===== src/rtl/uart_rx_if.sv =====
// Serial line in, received byte and status pulses out.
// master = receiver side, slave = line driver / byte consumer.
interface uart_rx_if;
    logic       rx_in;
    logic [7:0] p_data;
    logic       data_valid;
    logic       parity_error;
    logic       stop_error;
    logic       busy;

    modport master (
        input  rx_in,
        output p_data, data_valid, parity_error, stop_error, busy
    );

    modport slave (
        output rx_in,
        input  p_data, data_valid, parity_error, stop_error, busy
    );
endinterface


===== src/rtl/uart_rx.sv =====
// Purpose: 8-bit LSB-first UART receiver, mid-bit sampling, optional parity, framing/parity flags.
// Latency: busy 3 clks after start edge; data_valid/error pulse 1 clk after the stop-bit sample.
// Backpressure: none; data_valid is a one-cycle strobe and the consumer must take it.
module uart_rx #(
    parameter int CLKS_PER_BIT = 5208,
    parameter int PAR_EN       = 0,
    parameter int PAR_TYP      = 0
) (
    input  logic      clk,
    input  logic      rst,
    uart_rx_if.master rx
);
    localparam int            CW      = (CLKS_PER_BIT > 1) ? $clog2(CLKS_PER_BIT) : 1;
    localparam logic [CW-1:0] MID     = CW'((CLKS_PER_BIT - 1) / 2);
    localparam logic [CW-1:0] LAST    = CW'(CLKS_PER_BIT - 1);
    localparam logic          PAR_ODD = (PAR_TYP != 0);

    typedef enum logic [2:0] {IDLE, START, DATA, PARITY, STOP} state_t;

    state_t        state, state_nxt;
    logic          sync1, sync2, prev;
    logic [CW-1:0] cnt;
    logic [2:0]    bit_idx;
    logic [7:0]    shreg;
    logic          par_bad;
    logic [7:0]    p_data_q;
    logic          dv_q, pe_q, se_q;
    logic          samp;

    // Line idles high, so every stage resets to 1 to avoid a phantom start edge.
    always_ff @(posedge clk or negedge rst) begin
        if (!rst) begin
            sync1 <= 1'b1;
            sync2 <= 1'b1;
            prev  <= 1'b1;
        end else begin
            sync1 <= rx.rx_in;
            sync2 <= sync1;
            prev  <= sync2;
        end
    end

    always_ff @(posedge clk or negedge rst) begin
        if (!rst) state <= IDLE;
        else      state <= state_nxt;
    end

    always_comb begin
        state_nxt = state;
        samp      = 1'b0;
        case (state)
            IDLE: begin
                if (prev && !sync2) state_nxt = START;
            end
            START: begin
                if (cnt == MID) begin
                    samp      = 1'b1;
                    state_nxt = sync2 ? IDLE : DATA;
                end
            end
            DATA: begin
                if (cnt == LAST) begin
                    samp = 1'b1;
                    if (bit_idx == 3'd7) state_nxt = (PAR_EN != 0) ? PARITY : STOP;
                end
            end
            PARITY: begin
                if (cnt == LAST) begin
                    samp      = 1'b1;
                    state_nxt = STOP;
                end
            end
            STOP: begin
                if (cnt == LAST) begin
                    samp      = 1'b1;
                    state_nxt = IDLE;
                end
            end
            default: state_nxt = IDLE;
        endcase
    end

    always_ff @(posedge clk or negedge rst) begin
        if (!rst) begin
            cnt      <= '0;
            bit_idx  <= '0;
            shreg    <= '0;
            par_bad  <= 1'b0;
            p_data_q <= '0;
            dv_q     <= 1'b0;
            pe_q     <= 1'b0;
            se_q     <= 1'b0;
        end else begin
            dv_q <= 1'b0;
            pe_q <= 1'b0;
            se_q <= 1'b0;

            if (state == IDLE || samp) cnt <= '0;
            else                       cnt <= cnt + CW'(1);

            if (samp) begin
                case (state)
                    START: begin
                        bit_idx <= '0;
                        par_bad <= 1'b0;
                    end
                    DATA: begin
                        shreg   <= {sync2, shreg[7:1]};
                        bit_idx <= bit_idx + 3'd1;
                    end
                    PARITY: begin
                        par_bad <= (sync2 != (^shreg ^ PAR_ODD));
                    end
                    STOP: begin
                        // A byte is only delivered when both stop and parity are good.
                        if (sync2 && !par_bad) begin
                            p_data_q <= shreg;
                            dv_q     <= 1'b1;
                        end else if (!sync2) begin
                            se_q <= 1'b1;
                            pe_q <= par_bad;
                        end else begin
                            pe_q <= 1'b1;
                        end
                    end
                    default: ;
                endcase
            end
        end
    end

    assign rx.p_data       = p_data_q;
    assign rx.data_valid   = dv_q;
    assign rx.parity_error = pe_q;
    assign rx.stop_error   = se_q;
    assign rx.busy         = (state != IDLE);
endmodule


===== src/flat_wrapper.sv =====
// flat-port wrapper written by rule: the top's interface ports become plain ports
module uart_rx_flat 
#(
    parameter int CLKS_PER_BIT = 5208,
    parameter int PAR_EN       = 0,
    parameter int PAR_TYP      = 0
)
  (clk, rst, rx_rx_in, rx_p_data, rx_data_valid, rx_parity_error, rx_stop_error, rx_busy);
  uart_rx_if rx_i ();
  input  logic clk;
  input  logic rst;
  input wire logic [$bits(rx_i.rx_in)-1:0] rx_rx_in;
  output wire logic [$bits(rx_i.p_data)-1:0] rx_p_data;
  output wire logic [$bits(rx_i.data_valid)-1:0] rx_data_valid;
  output wire logic [$bits(rx_i.parity_error)-1:0] rx_parity_error;
  output wire logic [$bits(rx_i.stop_error)-1:0] rx_stop_error;
  output wire logic [$bits(rx_i.busy)-1:0] rx_busy;
  assign rx_i.rx_in = rx_rx_in;
  assign rx_p_data = rx_i.p_data;
  assign rx_data_valid = rx_i.data_valid;
  assign rx_parity_error = rx_i.parity_error;
  assign rx_stop_error = rx_i.stop_error;
  assign rx_busy = rx_i.busy;
  uart_rx #(.CLKS_PER_BIT(CLKS_PER_BIT), .PAR_EN(PAR_EN), .PAR_TYP(PAR_TYP)) u_core (.clk(clk), .rst(rst), .rx(rx_i));
endmodule

===== config.mk =====
export PLATFORM = sky130hd
export DESIGN_NAME = uart_rx_flat
export DESIGN_NICKNAME = d
export VERILOG_FILES = /design/src/rtl/uart_rx_if.sv /design/src/rtl/uart_rx.sv /design/src/flat_wrapper.sv
export SDC_FILE = /design/constraint.sdc
export NUM_CORES = 1
export LEC_CHECK = 0
export ABC_AREA = 1
export CORE_MARGIN = 10
export CORE_UTILIZATION = 36
export CTS_BUF_LIST = sky130_fd_sc_hd__clkbuf_8
export DETAILED_ROUTE_END_ITERATION = 8
export SYNTH_ARGS = -nofsm -noshare
export SYNTH_HDL_FRONTEND = slang
export SYNTH_SLANG_ARGS = --single-unit

===== constraint.sdc =====
create_clock -name clk -period 2.4 [get_ports clk]
set_input_delay 0.48 -clock clk [delete_from_list [all_inputs] [get_ports clk]]
set_output_delay 0.48 -clock clk [all_outputs]
set_load 0.03 [all_outputs]

==> results of run 1 <==
-- cell type report --
type | instances | area, µm² | area share
multi-input cells | 205 | 1010 | 0.397
inverters | 37 | 139 | 0.0544
well taps | 75 | 93.8 | 0.0367
clock inverters | 2 | 12.5 | 0.00490
flip-flops and latches | 42 | 1050 | 0.413
clock buffers | 6 | 82.6 | 0.0323
repair buffers | 17 | 158 | 0.0617
-- power by group through the flow --
stage	registers, mW	clock network (mW)	logic [mW]
CTS	0.766	0.509	0.232
global route	0.773	0.526	0.256
finish	0.766	0.485	0.225
global placement	0.779	0	0.229
floorplan	0.775	0	0.177
detailed placement	0.780	0	0.233
-- kinds of logic (layout without fill, tap and decap cells) --
kind of cell	Yosys count	in the layout	share of synthesized area
AO/OA/AOI/OAI	6	6	0.0157
XOR/XNOR	6	6	0.0235
adder cells (fa/ha/maj)	3	3	0.0168
buffers and inverters	40	62	0.0744
flip-flops	42	42	0.472
AND/OR/NAND/NOR	190	190	0.398
-- metrics by stage --
stage                     area, µm²  setup WS (ns)   util  power [mW]
after floorplan                2240          0.980      -       0.952
after global placement         2460          0.536  0.411        1.01
after detailed placement       2460          0.519  0.411        1.01
after CTS                      2550          0.186  0.426        1.51
after global routing           2550         0.0604  0.426        1.56
final                          2550          0.199  0.426        1.48
-- Yosys cell counts (3+ instances only) --
library cell	instances	area share
nand3_2	4	0.018
nor2_2	8	0.022
nand2_4	3	0.015
nand2_1	97	0.16
nand4_1	6	0.017
nand3_1	31	0.069
xor2_1	4	0.016
nand2_2	3	0.0084
nor2_1	29	0.049
inv_1	36	0.060
ha_1	3	0.017
nor3_1	4	0.0090
dfrtp_1	39	0.44
dfstp_2	3	0.035
-- routing by layer --
layer  GRT usage  up-vias  share of wire
li1            -      935              -
met1       0.120      821           0.50
met2       0.152       19           0.46
met3      0.0258        4          0.038
met4      0.0298        0          0.011
met5           0        -              0
-- final timing paths --
kind,start,slack (ns),cells past startpoint,end
setup / recovery,u_core.state[1]$_DFFE_PN0P_,0.20,5,rx_busy
hold / removal,rst,0.13,1,u_core.cnt[11]$_DFF_PN0_
setup reg to reg,u_core.cnt[0]$_DFF_PN0_,0.62,10,u_core.shreg[6]$_DFFE_PN0P_
hold reg to reg,u_core.sync1$_DFF_PN1_,0.36,0,u_core.sync2$_DFF_PN1_
max in group asynchronous,rst,1.63,2,u_core.prev$_DFF_PN1_
min in group clk,u_core.sync1$_DFF_PN1_,0.36,0,u_core.sync2$_DFF_PN1_
-- sequential cells by signal (all words and copies together), names as in the netlist --
register                flops
u_core.bit_idx              3
u_core.cnt                 13
u_core.par_bad              1
u_core.prev                 1
u_core.rx.data_valid        1
u_core.rx.p_data            8
u_core.rx.parity_error      1
u_core.rx.stop_error        1
u_core.shreg                8
u_core.state                3
u_core.sync1                1
u_core.sync2                1
-- cells in the final DEF (no fill, tap or decap), types with 2 or more instances in the layout --
cell | synthesis | final
a21oi_1 | 2 | 2
nor3_2 | 2 | 2
nor2_1 | 29 | 29
ha_1 | 3 | 3
nand4_1 | 6 | 6
nand2_2 | 3 | 3
clkbuf_8 | 0 | 6
nand2_4 | 3 | 3
xnor2_1 | 2 | 2
nor2_2 | 8 | 8
xor2_1 | 4 | 4
nand2_1 | 97 | 97
buf_4 | 0 | 3
o21ai_0 | 2 | 2
clkdlybuf4s50_1 | 0 | 13
dfstp_2 | 3 | 3
inv_1 | 36 | 36
nor3_1 | 4 | 4
dfrtp_1 | 39 | 39
nand3_2 | 4 | 4
nand3_1 | 31 | 31
==> metrics.txt, run 1 <==
outcome completed; Largest stage delay, worst path roughly 0.60 ns; # rows 28; Crit Path Class reg -> out; WL/cell about 12 µm; Worst path slowest cell clkdlybuf4s50_1; Rel. slew slack 0.696; DRC violations left 0; PortBufs 14; crit path DAT approximately 1.7 ns; die height slightly below 100 µm; Worst IR Drop VDD a little under 0.3 mV; Congestion Overflow GR 0; post-synth cell types 26; number of CTS-inserted buffers 5; clock latency on the worst-skew pair slightly below 0.3 ns; Detailed Routing Iterations Pass 1 4; sequential power share 0.519; cts repair resizes 0; Setup-failing EPs final 0; max-cap violations 0; Die W a little under 100 µm; Worst-path clk slew about 0.080 ns; fin. max-slew vios 0; initial core utilization 0.373; Post-Syn Area around 2200 µm²; Max Root-Sink Buffers 2; CTS sink cnt 42; Core Area 5990 µm²; via/cell ratio 4.63; crit-path cells inv_1, nand2_1, nor2_1, inv_1, clkdlybuf4s50_1; worst hold path class in -> async; largest net degree at the start of global routing 20; CP Capture Type output port; DR vias 1779; PwrDens just under 600 nW/µm²; routability-driven placement congestion ratio 0.828; cell family with most CP delay buffers and inverters; vias in the first global route ~1700; number of synthesized flops with an enable pin 0; CP Max Fanout 5; period utilisation layout 0.917; diode count 0; RSZ-0062 raised after global routing false; # IOs 15; Final TNS setup 0 ns; Top FF cell, synth dfrtp_1; Achievable Freq 454 MHz; combinational power share 0.153; flops & latches, synth 42; initial antenna violation count 0; fillcell total 601; Non-Filler Instances roughly 380; htree depth 2; clock power share 0.328; Fin Hold WS ~0.13 ns; Final Net Count between 300 and 400; DIE AREA slightly below 10000 µm²; # Post-CTS Setup Buffers 0; CP Buf/Inv Count 3; placed instance count around 380; area delta synth->final 14.3%; sw power roughly 0.44 mW; Seq/Total Area, Yosys 0.472; Leakage 1.29 nW; switching share of total power 0.296; Internal Power around 1.0 mW; CTS Hold Bufs 0; Syn Area/Cell 7.79 µm²; Post-Syn Nets about 300; ys async rst share 1.00; Worst Max-Slew Pin Slew 0.456 ns; Setup Skew 0.00289 ns; hpwl dp about 3.4 mm; first-pass GRT wire length 7.85 mm; startpoint types register; Root Driver clkbuf_8; Final Hold Vio Count 0; starting DRC count in detailed routing 65; post-layout min period 2.20 ns; most used cell along the critical path inv_1; fraction of layout cells with a size suffix above 1 0.126; Req. time, crit path around 1.9 ns; GRT Overall Usage 0.0945; CTS tree built; post-detailed-route count of antenna-violating nets 0; Synth warnings 0; Routed WL between 4 and 5 mm; cells after synthesis roughly 290
(Power assumes the default switching activity.)
==> run 2, diff against run 1 <==
MAX_ROUTING_LAYER = met4   (was default)
==> run 2 against run 1 <==
Clock power about the same. Worst hold slack better by 0.00092 ns. Via count up 0.11%. Combinational power about the same. Non-clock buffer count unchanged. Maximum frequency about the same. Flip-flop and latch count unchanged. Critical path depth unchanged. Sequential power about the same. Clock skew about the same. Register-to-register slack about the same. Largest cell class unchanged.
==> metrics.txt, run 2 (synthesized netlist as in run 1, its figures left out) <==
Worst R2R Path Depth 10; Routed WL 4.44 mm; Root Driver clkbuf_8; CTS tree built; GRT Overall Usage 0.0976; Crit Path Class reg -> out; diode count 0; die height 98.8 µm; Detailed Routing Iterations Pass 1 5; Final Hold Vio Count 0; fillcell total between 600 and 700; CTS Hold Bufs 0; Largest register FFs 13; vias in the first global route ~1700; number of CTS-inserted buffers 5; leading cell type in the layout, fill and taps excluded nand2_1; period utilisation layout 0.917; Top reg by flops u_core.cnt; Internal Power between 1 and 1.5 mW; most frequent cells in the layout nand2_1, dfrtp_1, inv_1; PortBufs 14; routability-driven placement congestion ratio 0.841; area delta synth->final 14.3%; register area between 1000 and 1500 µm²; clock power share 0.328; Leakage ~1.3 nW; sw power ~0.44 mW; RSZ-0062 raised after global routing false; first-pass GRT wire length 7.86 mm; outcome completed; via/cell ratio 4.64; DRC violations left 0; # rows 28; largest net degree at the start of global routing 20; CP Capture Type output port; WL/cell around 12 µm; Final Net Count approximately 310; Fin Hold WS about 0.13 ns; fin. max-slew vios 0; DR vias around 1800; Setup Skew approximately 0.0029 ns; Req. time, crit path approximately 1.9 ns; post-detailed-route count of antenna-violating nets 0; Worst Max-Slew Pin Slew 0.456 ns; clock latency on the worst-skew pair approximately 0.29 ns; max-cap violations 0; Worst IR Drop VDD a little under 0.3 mV; # IOs 15; post-layout min period about 2.2 ns; DIE AREA ~9800 µm²; Congestion Overflow GR 0; Die W ~99 µm; htree depth 2; worst hold path class in -> async; CP Max Fanout 5; combinational power share 0.153; fraction of layout cells with a size suffix above 1 0.126; cts repair resizes 0; Worst-path clk slew ~0.080 ns; Max Root-Sink Buffers 2; starting DRC count in detailed routing between 60 and 70; hpwl dp 3.42 mm; initial core utilization 0.373; switching share of total power 0.296; CTS sink cnt 42; Core Area approximately 6000 µm²; Achievable Freq 455 MHz; Final TNS setup 0 ns; Setup-failing EPs final 0; footprint of the multi-input gates about 1000 µm²; PwrDens about 580 nW/µm²; startpoint types register; # Post-CTS Setup Buffers 0; initial antenna violation count 0; Rel. slew slack 0.696; sequential power share 0.519; crit path DAT 1.72 ns
## run 2: final timing paths
kind | from | endpoint | slack, ns
max | u_core.state[1]$_DFFE_PN0P_ | rx_busy | 0.20
min | rst | u_core.cnt[11]$_DFF_PN0_ | 0.13
max reg2reg | u_core.cnt[0]$_DFF_PN0_ | u_core.shreg[6]$_DFFE_PN0P_ | 0.63
min reg2reg | u_core.sync1$_DFF_PN1_ | u_core.sync2$_DFF_PN1_ | 0.36
max in group asynchronous | rst | u_core.prev$_DFF_PN1_ | 1.63
min in group clk | u_core.sync1$_DFF_PN1_ | u_core.sync2$_DFF_PN1_ | 0.36
## run 2: power groups by stage
stage          sequential (mW)  clock, mW  combinational (mW)
2_1_floorplan            0.775          0               0.177
4_1_cts                  0.766      0.509               0.232
6_report                 0.766      0.484               0.225
3_5_place_dp             0.780          0               0.233
5_1_grt                  0.773      0.529               0.256
3_3_place_gp             0.779          0               0.229
## run 2: area by class of cell
type | count | share of cell area
repair buffers | 17 | 0.0617
clock buffers | 6 | 0.0323
inverters | 37 | 0.0544
flip-flops and latches | 42 | 0.413
multi-input cells | 205 | 0.397
clock inverters | 2 | 0.00490
well taps | 75 | 0.0367
## run 2: layer usage
layer / global-route usage / wire, µm / vias up / part of all wire
met5: - / 0 / - / 0
met4: 0.0265 / 21 / 0 / 0.0047
met3: 0.0300 / 180 / 2 / 0.041
met2: 0.152 / 2040 / 22 / 0.46
met1: 0.120 / 2200 / 821 / 0.50
li1: - / - / 936 / -
## run 2: through the flow
| step | util | worst slack [ns] | cells | total power, mW | instance area, µm² |
|---|---|---|---|---|---|
| global placement | 0.411 | 0.536 | 376 | 1.01 | 2460 |
| finish | 0.426 | 0.200 | 384 | 1.48 | 2550 |
| detailed placement | 0.411 | 0.519 | 376 | 1.01 | 2460 |
| global route | 0.426 | 0.0569 | 384 | 1.56 | 2550 |
| CTS | 0.426 | 0.186 | 384 | 1.51 | 2550 |
| floorplan | - | 0.980 | 287 | 0.952 | 2240 |
## run 2: worst max-delay path, stage by stage (launching register included)
cell	delay [ns]
dfrtp_1	0.43
inv_1	0.10
nand2_1	0.05
nor2_1	0.16
inv_1	0.09
clkdlybuf4s50_1	0.60
==> run 3, diff against run 2 <==
clock period = 2.7 ns   (was 2.4 ns; I/O delays follow)
==> run 3 against run 2 <==
First-iteration DRC count is 22% higher. Design area down 1.1%. Clock power is 19% lower. Clock-buffer cell count shrank 1. Non-clock buffer count is 2 lower. Sequential power shrank 11%. Core utilization decreased by 0.46 points. Setup slack better by 0.20 ns. Via count grew 0.84%. Wire length unchanged. Highest routed layer unchanged.
==> metrics.txt, run 3 (synthesized netlist as in run 1, its figures left out) <==
outcome completed; sequential power share 0.536; # IOs 15; initial core utilization 0.373; fin. max-slew vios 0; Core Area 5990 µm²; first-pass GRT wire length between 8 and 9 mm; Post-DP Area between 2000 and 2500 µm²; Setup Skew between 0.01 and 0.015 ns; r2r startpoint u_core.cnt[0]$_DFF_PN0_; Leakage around 1.3 nW; cts repair resizes 0; largest net degree at the start of global routing 43; reg2reg setup slack around 0.93 ns; PwrDens approximately 500 nW/µm²; Congestion Overflow GR 0; Worst IR Drop VDD approximately 0.30 mV; routability-driven placement congestion ratio about 0.83; CTS tree built; worst hold path startpoint u_core.sync1$_DFF_PN1_; worst hold path class reg -> reg; period utilisation layout 0.854; most frequent cells in the layout nand2_1, dfrtp_1, inv_1; Crit Path Class reg -> out; GRT Overall Usage 0.101; CTS Hold Bufs 0; starting DRC count in detailed routing slightly below 80; die height 98.8 µm; Worst-path clk slew around 0.080 ns; Worst Max-Slew Pin Slew 0.944 ns; clock latency on the worst-skew pair 0.29 ns; Final Hold Vio Count 0; RSZ-0062 raised after global routing false; DIE AREA between 9000 and 10000 µm²; vias in the first global route 1744; Final Net Count 312; combinational power share 0.157; initial antenna violation count 0; area delta synth->final 13.0%; Root Driver clkbuf_8; htree depth 2; worst flop-to-flop path endpoint u_core.shreg[5]$_DFFE_PN0P_; Setup-failing EPs final 0; Top reg by flops u_core.cnt; CP Capture Type output port; crit path DAT approximately 1.8 ns; leading cell type in the layout, fill and taps excluded nand2_1; worst hold path depth 0; Final Instance Area approximately 2500 µm²; clock power share 0.308; Routed WL between 4 and 5 mm; PortBufs 14; # rows 28; switching share of total power 0.300; post-layout min period between 2 and 2.5 ns; # Post-CTS Setup Buffers 0; post-detailed-route count of antenna-violating nets 0; via/cell ratio between 4 and 5; Achievable Freq roughly 430 MHz; sw power approximately 0.38 mW; number of CTS-inserted buffers 5; Req. time, crit path 2.16 ns; Final TNS setup 0 ns; WL/cell between 10 and 15 µm; Internal Power slightly below 0.9 mW; fraction of layout cells with a size suffix above 1 0.117; Worst R2R Path Depth 10; diode count 0; Detailed Routing Iterations Pass 1 4; hpwl dp about 3.3 mm; Hold EP u_core.sync2$_DFF_PN1_; max-cap violations 0; Rel. slew slack 0.370; DR vias 1796; DRC violations left 0; startpoint types register; Largest register FFs 13; CTS sink cnt between 40 and 50; overall power between 1 and 1.5 mW; Die W roughly 99 µm; Max Root-Sink Buffers 2; CP Max Fanout 6
-- run 3: cell count changes in the layout (fill, tap and decap cells not counted) --
cell and change:
clkinv_2 +1, buf_4 -2, clkbuf_8 -1, clkinvlp_4 -1
inv_1 +1
-- run 3: critical path, stage by stage, from the launching register on --
cell and delay, ns:
dfrtp_1 0.43, inv_1 0.10, nand2_1 0.05, nor2_1 0.17
inv_1 0.10, clkdlybuf4s50_1 0.61
-- run 3: power by group through the flow --
stage	Clock (mW)	Combinational (mW)	Sequential, mW
5_1_grt	0.438	0.232	0.688
2_1_floorplan	0	0.157	0.689
3_5_place_dp	0	0.203	0.694
3_3_place_gp	0	0.199	0.692
4_1_cts	0.409	0.203	0.682
6_report	0.392	0.200	0.682
-- run 3: how the worst max path moves through the flow --
stage,end,from,depth (start not counted),slack [ns]
6_report,rx_busy,u_core.state[0]$_DFFE_PN0P_,5,0.40
5_1_grt,rx_busy,u_core.state[0]$_DFFE_PN0P_,5,0.25
4_1_cts,rx_busy,u_core.state[0]$_DFFE_PN0P_,5,0.38
3_5_place_dp,rx_busy,u_core.state[1]$_DFFE_PN0P_,5,0.71
3_3_place_gp,rx_busy,u_core.state[1]$_DFFE_PN0P_,5,0.77
2_1_floorplan,u_core.rx.p_data[0]$_DFFE_PN0P_,u_core.cnt[0]$_DFF_PN0_,10,1.28
-- run 3: stage by stage --
stage,util,hold WS [ns],std cells,worst slack [ns]
2_1_floorplan,-,0.244,287,1.28
3_3_place_gp,0.408,0.347,374,0.770
3_5_place_dp,0.408,0.352,374,0.712
4_1_cts,0.422,0.363,382,0.382
5_1_grt,0.422,0.370,382,0.247
6_report,0.422,0.361,382,0.395
-- run 3: area by class of cell --
class                   count  area, µm²
well taps                  75       93.8
repair buffers             15        143
inverters                  37        139
multi-input cells         205       1010
fillers                   586       3460
clock inverters             3       13.8
clock buffers               5       68.8
flip-flops and latches     42       1050
-- run 3: per-layer routing --
metal	track usage	part of all wire	wire, µm
met5	-	0	0
met4	0.0408	0.023	104
met3	0.0328	0.044	195
met2	0.154	0.46	2040
met1	0.119	0.47	2100
==> edit: new RTL, config.mk and constraints of run 3 <==
Re-encode `state_t` (5 states) as one-hot, 5 bits wide.
--- a/src/rtl/uart_rx.sv
+++ b/src/rtl/uart_rx.sv
@@ -15,7 +15,7 @@
     localparam logic [CW-1:0] LAST    = CW'(CLKS_PER_BIT - 1);
     localparam logic          PAR_ODD = (PAR_TYP != 0);
 
-    typedef enum logic [2:0] {IDLE, START, DATA, PARITY, STOP} state_t;
+    typedef enum logic [4:0] {IDLE = 5'b00001, START = 5'b00010, DATA = 5'b00100, PARITY = 5'b01000, STOP = 5'b10000} state_t;
 
     state_t        state, state_nxt;
     logic          sync1, sync2, prev;
Function: no difference found for any inputs over 10 cycles, from zero or initial values and one cycle with rst low; not proved beyond that.
==> edit against run 3 <==
- routed wire length decreased by 15%
- worst hold slack got worse by 0.0028 ns
- largest power group unchanged
- synthesized area decreased by 10%
- cell count decreased by 14%
- non-clock buffer count decreased by 2
- power increased by 19%
- sequential power increased by 5.7%
- design area decreased by 10%
- sequential cell count decreased by 1
- setup slack improved by 0.12 ns
- fmax increased by 5.5%
==> edit: results (changes against run 3) <==
stage,metric,value,unit,change
synth,Commonest cells post-synth,"nand2_1, dfrtp_1, nor2_1",,"was nand2_1, dfrtp_1, inv_1"
setup_path,FF-to-FF path depth,8,,was 10
setup_path,CP startpoint,u_core.state[2],,was u_core.state[0]
synth,main area contributors after synthesis,"dfrtp_1, nand2_1, nor2_1, dfstp_2, inv_1",,"was dfrtp_1, nand2_1, nand3_1, inv_1, nor2_1"
setup_path,crit-path max FO,4,,was 6
global_route,first-pass GRT wire length,6.734,mm,was 8.045 mm
place,Area after DPL,0.002173,mm²,was 0.002445 mm²
hold_path,Hold Crit Class,input pin to asynchronous set/reset pin,,was flop to flop
detailed_routing,Post-Route WL,3.773,mm,was 4.443 mm
power,maximum VDD drop,0.3919,mV,was 0.3020 mV
final_layout,ratio of cells with drive above 1 in the final layout,0.1047,,was 0.1173
global_route,vias in the first global route,1421,,was 1744
detailed_routing,Vias,1540,,was 1796
global_route,GRT Overall Usage,0.09458,,was 0.1006
power,leak pwr,1.160,nW,was 1.287 nW
outcome,status,"complete, no violations",,unchanged
final_layout,# nets final,263,,was 312
detailed_routing,Initial DRC Count,104,,was 79
place,PortBufs,13,,was 14
synth,Mapped Nets,249,,was 293
synth,Synth cell types,29,,was 26
global_route,largest net degree at the start of global routing,42,,was 43
final_layout,Reg area,0.001031,mm²,was 0.001055 mm²
place,GP Congestion,0.8614,,was 0.8295
setup_path,R2R setup slack,0.83,ns,was 0.93 ns
setup_path,Worst R2R End,u_core.shreg[7],,was u_core.shreg[5]
==> edit: cell types whose count changed after synthesis, sizes merged, moves of 3 or more <==
cell	change
nand3	-17
nor2	-3
inv	-12
nand4	+6
nand2	-23
==> edit: through the flow <==
step | hold slack, ns | cells | setup WS [ns] | total power [mW]
3_5_place_dp | 0.3501 | 322 | 0.8265 | 1.129
4_1_cts | 0.3614 | 330 | 0.4941 | 1.545
2_1_floorplan | 0.2444 | 243 | 1.186 | 1.013
3_3_place_gp | 0.3461 | 322 | 0.8478 | 1.118
5_1_grt | 0.3625 | 330 | 0.3918 | 1.637
6_report | 0.3583 | 330 | 0.5162 | 1.520
==> edit: cell families (layout without fill, tap and decap cells) <==
| kind of cell | after synthesis | count (layout) | share of synthesized area |
|---|---|---|---|
| simple gates | 154 | 154 | 0.3502 |
| flops | 41 | 41 | 0.5134 |
| buf+inv | 31 | 46 | 0.07165 |
| compound gates | 8 | 8 | 0.02243 |
| xor+xnor | 5 | 5 | 0.02181 |
| fa+ha+maj | 3 | 3 | 0.01869 |
| other cells | 1 | 1 | 0.001867 |
==> edit: cell type report <==
type / count / share of cell area
Inverter: 25 / 0.04139
Clock inverter: 2 / 0.004967
Timing Repair Buffer: 13 / 0.05519
Clock buffer: 6 / 0.03642
Multi-Input combinational cell: 171 / 0.3676
Sequential cell: 41 / 0.4547
Tap cell: 72 / 0.03974
==> edit: metal layers <==
| layer | up-vias | track usage | wire length, µm |
|---|---|---|---|
| met3 | 2 | 0.02062 | 131 |
| met4 | 0 | 0.04115 | 44 |
| met5 | - | - | 0 |
| li1 | 796 | - | - |
| met2 | 21 | 0.1310 | 1698 |
| met1 | 721 | 0.1289 | 1899 |
==> edit: power breakdown <==
group	switching, mW	internal [mW]	leakage, nW
Combinational	0.271	0.116	0.558
Clock	0.208	0.204	0.0486
Sequential	0.0452	0.676	0.553
Total	0.524	0.995	1.16
==> edit: worst register-to-register path, delay by kind of cell, from the launching register on <==
kind | cells | cell delay, ns
AND/OR/NAND/NOR | 6 | 1.07
flip-flops | 1 | 0.40
adder cells (fa/ha/maj) | 1 | 0.23
AO/OA/AOI/OAI | 1 | 0.06
==> edit: worst min-delay path by stage <==
stage | from | endpoint | cells after the start
after floorplan | rst | u_core.bit_idx[0] | 0
after global placement | u_core.sync1 | u_core.sync2 | 0
after detailed placement | u_core.sync1 | u_core.sync2 | 0
after CTS | u_core.sync1 | u_core.sync2 | 0
after global routing | u_core.sync1 | u_core.sync2 | 0
final | rst | u_core.cnt[6] | 1
